===== src/rtl/onehot_pkg.sv =====
`default_nettype none
// ============================================================================
//  Module   : onehot_pkg
//  Brief    : Shared widths, state encoding and decode helper for the
//             one-hot pulse decoder.
//  Revision : 1.0 - initial release
// ============================================================================
package onehot_pkg;

    localparam int N_LINES = 8;
    localparam int IDX_W   = 3;

    typedef enum logic [1:0] {
        IDLE = 2'd0,
        HOLD = 2'd1,
        GAP  = 2'd2
    } state_e;

    function automatic logic [N_LINES-1:0] dec_onehot(
        input logic [IDX_W-1:0] idx,
        input logic             en
    );
        logic [N_LINES-1:0] w_word;
        w_word = '0;
        if (en) begin
            w_word[idx] = 1'b1;
        end
        return w_word;
    endfunction

    // Width able to hold max(h, g); never narrower than one bit.
    function automatic int cnt_width(input int h, input int g);
        int w_max;
        w_max = (h > g) ? h : g;
        return ($clog2(w_max + 1) < 1) ? 1 : $clog2(w_max + 1);
    endfunction

endpackage
`default_nettype wire


===== src/rtl/onehot_pulse_decoder_dec3to8_comb.sv =====
`default_nettype none
// ============================================================================
//  Module   : dec3to8_comb
//  Brief    : Purely combinational 3-to-8 decoder with line enable.
//  Revision : 1.0 - initial release
// ============================================================================
module dec3to8_comb
    import onehot_pkg::*;
(
    input  logic [IDX_W-1:0]   i_idx,
    input  logic               i_en,
    output logic [N_LINES-1:0] o_word
);

    always_comb begin
        o_word = dec_onehot(i_idx, i_en);
    end

endmodule
`default_nettype wire


===== src/rtl/onehot_pulse_decoder.sv =====
`default_nettype none
// ============================================================================
//  Module   : onehot_pulse_decoder
//  Brief    : Accepts an index via valid/ready and drives the matching
//             one-hot line for HOLD_CYCLES, then GAP_CYCLES of zeros.
//  Revision : 1.0 - initial release
// ============================================================================
module onehot_pulse_decoder
    import onehot_pkg::*;
#(
    parameter int HOLD_CYCLES = 4,
    parameter int GAP_CYCLES  = 1
) (
    input  logic               clk,
    input  logic               rst,
    input  logic               in_valid,
    output logic               in_ready,
    input  logic [IDX_W-1:0]   in_idx,
    input  logic               in_en,
    output logic [N_LINES-1:0] out_onehot,
    output logic               out_valid,
    output logic               busy
);

    localparam int CNT_W = cnt_width(HOLD_CYCLES, GAP_CYCLES);

    localparam logic [1:0]       c_ST_IDLE  = IDLE;
    localparam logic [1:0]       c_ST_HOLD  = HOLD;
    localparam logic [1:0]       c_ST_GAP   = GAP;
    localparam logic [CNT_W-1:0] c_HOLD_LD  = CNT_W'(HOLD_CYCLES - 1);
    localparam logic [CNT_W-1:0] c_GAP_LD   = CNT_W'((GAP_CYCLES > 0) ? GAP_CYCLES - 1 : 0);

    generate
        if (HOLD_CYCLES < 1) begin : g_bad_hold
            $error("onehot_pulse_decoder: HOLD_CYCLES must be >= 1");
        end
        if (GAP_CYCLES < 0) begin : g_bad_gap
            $error("onehot_pulse_decoder: GAP_CYCLES must be >= 0");
        end
    endgenerate

    logic [1:0]         r_state;
    logic [CNT_W-1:0]   r_cnt;
    logic [N_LINES-1:0] r_onehot;
    logic               r_valid;
    logic [N_LINES-1:0] w_word;
    logic               w_idle;

    dec3to8_comb u_dec (
        .i_idx  (in_idx),
        .i_en   (in_en),
        .o_word (w_word)
    );

    // Ready depends on state alone, so there is no path from in_valid.
    assign w_idle     = (r_state == c_ST_IDLE);
    assign in_ready   = w_idle;
    assign busy       = ~w_idle;
    assign out_onehot = r_onehot;
    assign out_valid  = r_valid;

    always_ff @(posedge clk or posedge rst) begin
        if (rst) begin
            r_state  <= c_ST_IDLE;
            r_cnt    <= '0;
            r_onehot <= '0;
            r_valid  <= 1'b0;
        end else begin
            case (r_state)
                c_ST_IDLE: begin
                    if (in_valid) begin
                        r_onehot <= w_word;
                        r_valid  <= 1'b1;
                        r_cnt    <= c_HOLD_LD;
                        r_state  <= c_ST_HOLD;
                    end
                end
                c_ST_HOLD: begin
                    if (r_cnt == '0) begin
                        r_onehot <= '0;
                        r_valid  <= 1'b0;
                        if (GAP_CYCLES > 0) begin
                            r_cnt   <= c_GAP_LD;
                            r_state <= c_ST_GAP;
                        end else begin
                            r_state <= c_ST_IDLE;
                        end
                    end else begin
                        r_cnt <= r_cnt - 1'b1;
                    end
                end
                c_ST_GAP: begin
                    if (r_cnt == '0) begin
                        r_state <= c_ST_IDLE;
                    end else begin
                        r_cnt <= r_cnt - 1'b1;
                    end
                end
                default: begin
                    r_state  <= c_ST_IDLE;
                    r_cnt    <= '0;
                    r_onehot <= '0;
                    r_valid  <= 1'b0;
                end
            endcase
        end
    end

endmodule
`default_nettype wire


===== config.mk =====
export PLATFORM = sky130hd
export DESIGN_NAME = onehot_pulse_decoder
export DESIGN_NICKNAME = d
export VERILOG_FILES = /design/src/rtl/onehot_pkg.sv /design/src/rtl/onehot_pulse_decoder_dec3to8_comb.sv /design/src/rtl/onehot_pulse_decoder.sv
export SDC_FILE = /design/constraint.sdc
export NUM_CORES = 1
export LEC_CHECK = 0
export CAP_MARGIN = 40
export CORE_ASPECT_RATIO = 2
export CORE_MARGIN = 1
export CORE_UTILIZATION = 25
export CTS_CLUSTER_DIAMETER = 40
export DETAILED_ROUTE_END_ITERATION = 8
export PLACE_DENSITY_LB_ADDON = 0.3
export SYNTH_ARGS = -nofsm -noshare
export SYNTH_HDL_FRONTEND = slang
export SYNTH_SLANG_ARGS = --single-unit
export TNS_END_PERCENT = 30

===== constraint.sdc =====
create_clock -name clk -period 2.78 [get_ports clk]
set_input_delay 0.556 -clock clk [delete_from_list [all_inputs] [get_ports clk]]
set_output_delay 0.556 -clock clk [all_outputs]
set_load 0.1 [all_outputs]

# [Word level (Yosys, flattened, before mapping)]
# Index checks and enable logic that the tools add are counted.
# Widths: inputs -> output; s select.
[op_classes] addsub=1 mul=0 div=0 n_lt_le_gt_ge=2 n_eq_ne=6 shifts=0 n_mux=17 bitwise=2 reduce_logical=6
[op_table] op="$mux 8" count=3
[op_table] op="$pmux 8 s3" count=1
[op_table] op="$mux 3" count=3
[op_table] op="$pmux 3 s3" count=1
[op_table] op="$ne 2x2->1 const B" count=4
[op_table] op="$mux 2" count=3
[op_table] op="$pmux 2 s3" count=1
[op_table] op="$reduce_and 3->1" count=2
[op_table] op="$lt 3x4->1 const B" count=1
[op_table] op="$demux 1 s3" count=1
[op_table] op="$ge 3x1->1 const B" count=1
[op_table] op="$logic_not 3->1" count=1
[op_table] op="$mux 1" count=3
[op_table] op="$pmux 1 s3" count=1
[op_table] op="$sub 3x1->3 const B" count=1
[op_table] op="$eq 2x1->1 const B" count=1
[op_table] op="$eq 2x2->1 const B" count=1
[op_table] op="$logic_not 2->1" count=1
[op_table] op="$not 1->1" count=2
[op_table] op="$reduce_and 2->1" count=1
[op_table] op="$logic_and 1x1->1" count=1
[totals] ff_bits=14 latchBits=0 ram_bits=0 rom_bits=0 inputBits=7 out_inout_bits=11 word_cells=38 memories=0

# [Logic depth before layout (Yosys ltp)]
# Gate-level depths: netlist of run 1.
[depth] depth_word=7 mapped_depth=5 depth_no_buf=5

# [Modules after synthesis]
# Synthesis of run 1 repeated with hierarchy kept, for this count alone.
[hier_totals] hier_cells=66 area_unflattened_um2=805.8
[modules_own_cells] module="onehot_pulse_decoder" instances=1 cells_per_inst=58 area_each_um2=709.4 seq_area_each_um2=350.3
[modules_own_cells] module="dec3to8_comb" instances=1 cells_per_inst=8 area_each_um2=96.3 seq_area_each_um2=0.0

# [Worst setup path after synthesis of run 1]
# OpenSTA, ideal clock, no wires.
[synth_path] path_type="register to output" startpoint="register r_state[0]" endpoint="output port in_ready" arrival_time_ps=1595 path_slack_ps=629 stages_incl_launch_ff=4 path_buffers=1 path_cell_list="dfrtp_1 > buf_6 > or2_4 > inv_1"
[synth_between] elab_chain_len=1
[synth_lines] item="from (decl)" line_no="onehot_pulse_decoder.sv:42" source="logic [1:0] r_state;"
[synth_lines] item="from (signal assigned)" line_no="onehot_pulse_decoder.sv:64" source="r_state <= c_ST_IDLE;"
[synth_lines] item="from (signal assigned)" line_no="onehot_pulse_decoder.sv:75" source="r_state <= c_ST_HOLD;"
[synth_lines] item="from (signal assigned)" line_no="onehot_pulse_decoder.sv:84" source="r_state <= c_ST_GAP;"
[synth_lines] item="$logic_not 2->1" line_no="onehot_pulse_decoder.sv:56" source="assign w_idle = (r_state == c_ST_IDLE);"
[synth_lines] item="to (decl)" line_no="onehot_pulse_decoder.sv:17" source="output logic in_ready,"
# Every way passes these cells.

# [Worst setup path after layout of run 1]
# Ends and elaborated chain as after synthesis.

==> metrics.cfg, run 1 <==
[layout]
drive_above_1_share_pct=26.44
nNetsFinal=98
antenna_cells=0
final_cells=117
syn2layout_area_growth_pct=25.98

[timing]
layout_min_cycle_time_ps=1995
rsz0062_at_grt=false
worst_slack_ps=785.3
worst_hold_slack_ps=507.2
finalSetupViolations=0
finalClockSkew_ps=0.7833
relSlewSlack_pct=65.21
tns_ps=0
fmax_mhz=501.3
hold_violations=0
tightest_slew_ps=521.3
slew_violations=0
period_share_pct=71.75

[global_route]
grt_max_degree=15
grt_pass1_vias=611
globalRouteTotalUtil_pct=12.16
antenna_found_initial=0
grt_pass1_wl_um=2691
grt.overflow.total=0

[flow_run]
max_cap_viol_count=0

[place]
io_buffers=17
gp_congestion=0.6557
dp_slack_ps=859.7
dp.cells=114
place_hpwl_um=1267

[synth]
avgSynthCellArea_um2=11.10
synth_edf_count=0
ys_seq_area_share_pct=45.75
synth-seq-cells=14
ys_warn_count=0
syn_inst=69
synth.largest_area_cell=dfrtp_1
yosysMostFrequentCell=dfrtp_1
synth_top_area_share_pct=45.75
ys_top_cells_by_area=dfrtp_1, a32o_1, inv_1
ys_types=32
syn_nets=78
synthTopCellsByCount=dfrtp_1, inv_1, a32o_1, nor2_1, a22o_1
synthFlopType=dfrtp_1
synth-async-reset-ratio_pct=100.0
syn_area_um2=765.7

[die]
rows=28
io_pins=18
fp.dieH_um=80.27
die_x_um=41.14
core_um2=2943
die_area_um2=3302
initial_core_util_pct=26.02

[worst_setup_path]
cp-start-kind=flip-flop
reg2regPathDepth=5
crit_slowest_cell=dfrtp_1
r2r-start=r_cnt[0]$_DFFE_PP0P_
required_ps=2220
crit_cells=3
critPathMaxStageDelay_ps=550
end_kind=output pin
critical_path_class=flip-flop to output pin
ff2ff_setup_slack_ps=1290
r2r-end=out_onehot[2]$_DFFE_PP0P_
setup.worst_path.end=in_ready
crit_arrival_ps=1440
path_delay_family=flip-flops
crit_buf_inv=2
crit_fanout=14
crit_path_start=r_state[0]$_DFFE_PP0P_
crit_chain=or2_4, inv_1, buf_4

[cts]
clk_pin_slew_ps=50
post_cts_buffers=0
cts_resized=0
cts_buffer_depth=2
cts_tree=built
clock-sinks=14
clkLatencyLatePin_ps=240
postCtsHoldBufs=0
htree_levels=1
cts_buffers=3
ctsRootBufferMaster=clkbuf_8

[drt]
wirelength_um=1603
ant_nets=0
drc=0
viasPerCell=4.966
first_iter_violations=5
wl_per_cell_um=13.70
drtPass1Iterations=2
vias=581

[hold_path]
min_path_type=flip-flop to flip-flop

[pwr]
p_leak_nw=0.4522
ir_worst_vdd_v=0.0003177
totalPowerFinal_mw=1.128
p_per_area_nw_per_um2=1169

[status]
outcome=completed

flip-flops by register name, summed over array words and instances, names as in the netlist:
register    count
out_onehot      8
r_cnt           3
r_state         2
out_valid       1
layer usage:
layer	GRT usage, %	vias up	share of wire (%)
met1	13.73	276	39
met3	1.105	2	3.2
met2	19.53	16	56
met4	8.710	0	1.3
li1	-	287	-
met5	0	-	0
kinds of logic after synthesis:
logic type / share of synthesized area, %
AND/OR/NAND/NOR: 21.24
adder cells (fa/ha/maj): 3.267
AO/OA/AOI/OAI: 22.88
buffers and inverters: 6.863
flip-flops: 45.75
power by group:
group	internal, mW	total (mW)	leakage [nW]	switching [mW]
Sequential	0.254	0.331	0.184	0.0779
Clock	0.0956	0.160	0.0216	0.0642
Combinational	0.209	0.637	0.247	0.428
Total	0.558	1.13	0.452	0.570
metrics by stage:
step,cell area (µm²),util [%]
after global routing,964.7,32.78
after CTS,964.7,32.78
final,964.7,32.78
after floorplan,765.7,-
after detailed placement,923.4,31.38
after global placement,923.4,31.38
worst min path at each step:
stage               cells past startpoint  slack [ps]                         to                       from
detailed placement                      1         490  out_onehot[3]$_DFFE_PP0P_  out_onehot[3]$_DFFE_PP0P_
finish                                  1         510  out_onehot[3]$_DFFE_PP0P_  out_onehot[3]$_DFFE_PP0P_
floorplan                               1         450  out_onehot[0]$_DFFE_PP0P_                        rst
global route                            1         520  out_onehot[3]$_DFFE_PP0P_  out_onehot[3]$_DFFE_PP0P_
global placement                        1         500  out_onehot[0]$_DFFE_PP0P_  out_onehot[0]$_DFFE_PP0P_
CTS                                     1         510  out_onehot[3]$_DFFE_PP0P_  out_onehot[3]$_DFFE_PP0P_
final cells by class:
type	count	area [µm²]
multi-input cells	45	362.8
inverters	8	30.03
clock buffers	3	41.29
repair buffers	17	142.6
well taps	30	37.54
fillers	333	1978
flip-flops and latches	14	350.3
placed cells by master (no fill, tap or decap), drive strengths merged, types with 2 or more instances in the layout:
master / count
a21oi: 2
nor2: 4
clkdlybuf4s50: 6
nand2b: 3
nand2: 2
nor2b: 2
and2b: 2
a22o: 4
inv: 8
or3: 2
clkbuf: 3
buf: 11
a32o: 4
nor3b: 3
dfrtp: 14
o22ai: 3
ha: 2
o211ai: 2
worst reg2reg max path, cell delays in order, from the launching register on:
cell	delay, ps
dfrtp_1	410
inv_1	90
ha_1	190
nor2b_4	240
o22ai_2	180
a32o_1	270
No activity file was read; power rests on OpenSTA's default activity.
==> run 2, diff against run 1 <==
==> constraint.sdc (replaced) <==
create_clock -name clk -period 2 [get_ports clk]
set_input_delay 0.4 -clock clk [delete_from_list [all_inputs] [get_ports clk]]
set_output_delay 0.4 -clock clk [all_outputs]
set_load 0.1 [all_outputs]
==> run 2 against run 1 <==
Register-to-register slack worse by 790 ps; largest power group unchanged; die area unchanged; sequential power is 27% higher; largest cell class unchanged; highest routed layer unchanged; clock power is 66% higher; utilization up 1.6 points; critical endpoint unchanged; final cell count increased by 1.7%; design area rose by 4.8%.
==> metrics.cfg, run 2 (synthesis gave the netlist of run 1 again) <==
[drt]
wl_per_cell_um=13.08
drtPass1Iterations=3
vias=602
drc=0
ant_nets=0
first_iter_violations=14
viasPerCell=5.059
wirelength_um=1556

[cts]
clkLatencyLatePin_ps=240
clock-sinks=14
post_cts_buffers=0
clk_pin_slew_ps=60
cts_resized=0
cts_buffer_depth=2
htree_levels=1
cts_buffers=3
postCtsHoldBufs=0
ctsRootBufferMaster=clkbuf_8
cts_tree=built

[global_route]
gr-usage-met2_pct=21.09
globalRouteTotalUtil_pct=12.06
busiest_layer=met2
grt.overflow.total=0
grt_util_met3_pct=1.657
grt_pass1_vias=636
antenna_found_initial=0
grt_max_degree=15
grt_pass1_wl_um=2739
use_met1_pct=12.87

[pwr]
power_frac_seq_pct=24.8
power.switching_uw=805.6
ir_worst_vdd_v=0.0007023
p_per_area_nw_per_um2=1676
swShare_pct=47.53
p_comb_share_pct=59.5
internal-power_uw=889.3
p_leak_nw=0.4733
p_clk_share_pct=15.7

[worst_setup_path]
crit_slowest_cell=dfrtp_1
path_delay_family=flip-flops
r2r-start=r_cnt[0]$_DFFE_PP0P_
crit_buf_inv=2
reg2regPathDepth=5
crit_fanout=12
cp-start-kind=flip-flop
required_ps=1600
end_kind=output pin
critPathMaxStageDelay_ps=520
critical_path_class=flip-flop to output pin
ff2ff_setup_slack_ps=500
crit_chain=or2_4, inv_1, buf_12
r2r-end=out_onehot[1]$_DFFE_PP0P_
crit_arrival_ps=1370

[layout]
antenna_cells=0
final_util_pct=34.35
drive_above_1_share_pct=28.09
layout_common_cells=dfrtp_1, buf_4, inv_1
final_common_cell=dfrtp_1
largest_reg_flops=8
nNetsFinal=99
syn2layout_area_growth_pct=32.03

[die]
initial_core_util_pct=26.02
die_area_um2=3302
io_pins=18
core_um2=2943
rows=28
fp.dieH_um=80.27
die_x_um=41.14

[timing]
layout_min_cycle_time_ps=1772
relSlewSlack_pct=65.17
tightest_slew_ps=521.9
hold_violations=0
finalSetupViolations=0
slew_violations=0
tns_ps=0
worst_slack_ps=228.4
fmax_mhz=564.5
rsz0062_at_grt=false
period_share_pct=88.58
finalClockSkew_ps=1.961

[status]
outcome=completed

[place]
dp_slack_ps=231.3
io_buffers=17
gp_congestion=0.6565
place_hpwl_um=1262

[hold_path]
min_path_type=primary input to asynchronous set/reset pin

[flow_run]
max_cap_viol_count=0

==> run 2: layer usage <==
layer / routed length, µm / vias to the layer above
met4: 21 / 0
met3: 61 / 2
met5: 0 / -
li1: - / 291
met2: 890 / 16
met1: 583 / 293
==> run 2: how the worst max path moves through the flow <==
| stage | start | to | cells after the start |
|---|---|---|---|
| floorplan | r_state[0]$_DFFE_PP0P_ | in_ready | 3 |
| global placement | in_valid | out_onehot[7]$_DFFE_PP0P_ | 4 |
| detailed placement | in_valid | out_onehot[5]$_DFFE_PP0P_ | 4 |
| CTS | r_state[1]$_DFFE_PP0P_ | in_ready | 3 |
| global route | r_state[1]$_DFFE_PP0P_ | in_ready | 3 |
| finish | r_state[1]$_DFFE_PP0P_ | in_ready | 3 |
==> run 2: cell type report <==
type | instances | area, µm²
Inverter | 8 | 30.03
Fill cell | 318 | 1932
Sequential cell | 14 | 350.3
Multi-Input combinational cell | 45 | 362.8
Tap cell | 30 | 37.54
Clock buffer | 4 | 55.05
Timing Repair Buffer | 18 | 175.2
==> run 2: power groups by stage <==
stage | Sequential (mW) | Clock [mW] | Combinational, mW
2_1_floorplan | 0.581 | 0 | 0.627
3_3_place_gp | 0.426 | 0 | 1.01
3_5_place_dp | 0.426 | 0 | 1.02
4_1_cts | 0.422 | 0.276 | 1.02
5_1_grt | 0.439 | 0.288 | 1.08
6_report | 0.421 | 0.265 | 1.01
==> run 2: through the flow <==
step	total power, mW	instances	hold slack (ps)	instance area [µm²]
after CTS	1.716	119	516.6	1011
after floorplan	1.208	69	289.2	765.7
final	1.695	119	500.3	1011
after global placement	1.432	115	493.5	955.9
after global routing	1.809	119	534.7	1011
after detailed placement	1.444	115	499.4	955.9
==> run 3, diff against run 2 <==
--- a/config.mk
+++ b/config.mk
@@ -9,6 +9,7 @@
 export CORE_ASPECT_RATIO = 2
 export CORE_MARGIN = 1
 export CORE_UTILIZATION = 25
+export CTS_BUF_LIST = sky130_fd_sc_hd__clkbuf_4 sky130_fd_sc_hd__clkbuf_8
 export CTS_CLUSTER_DIAMETER = 40
 export DETAILED_ROUTE_END_ITERATION = 8
 export PLACE_DENSITY_LB_ADDON = 0.3
==> results of run 3 <==
Same layout as run 2: the final DEF is identical, and so are final timing and power.
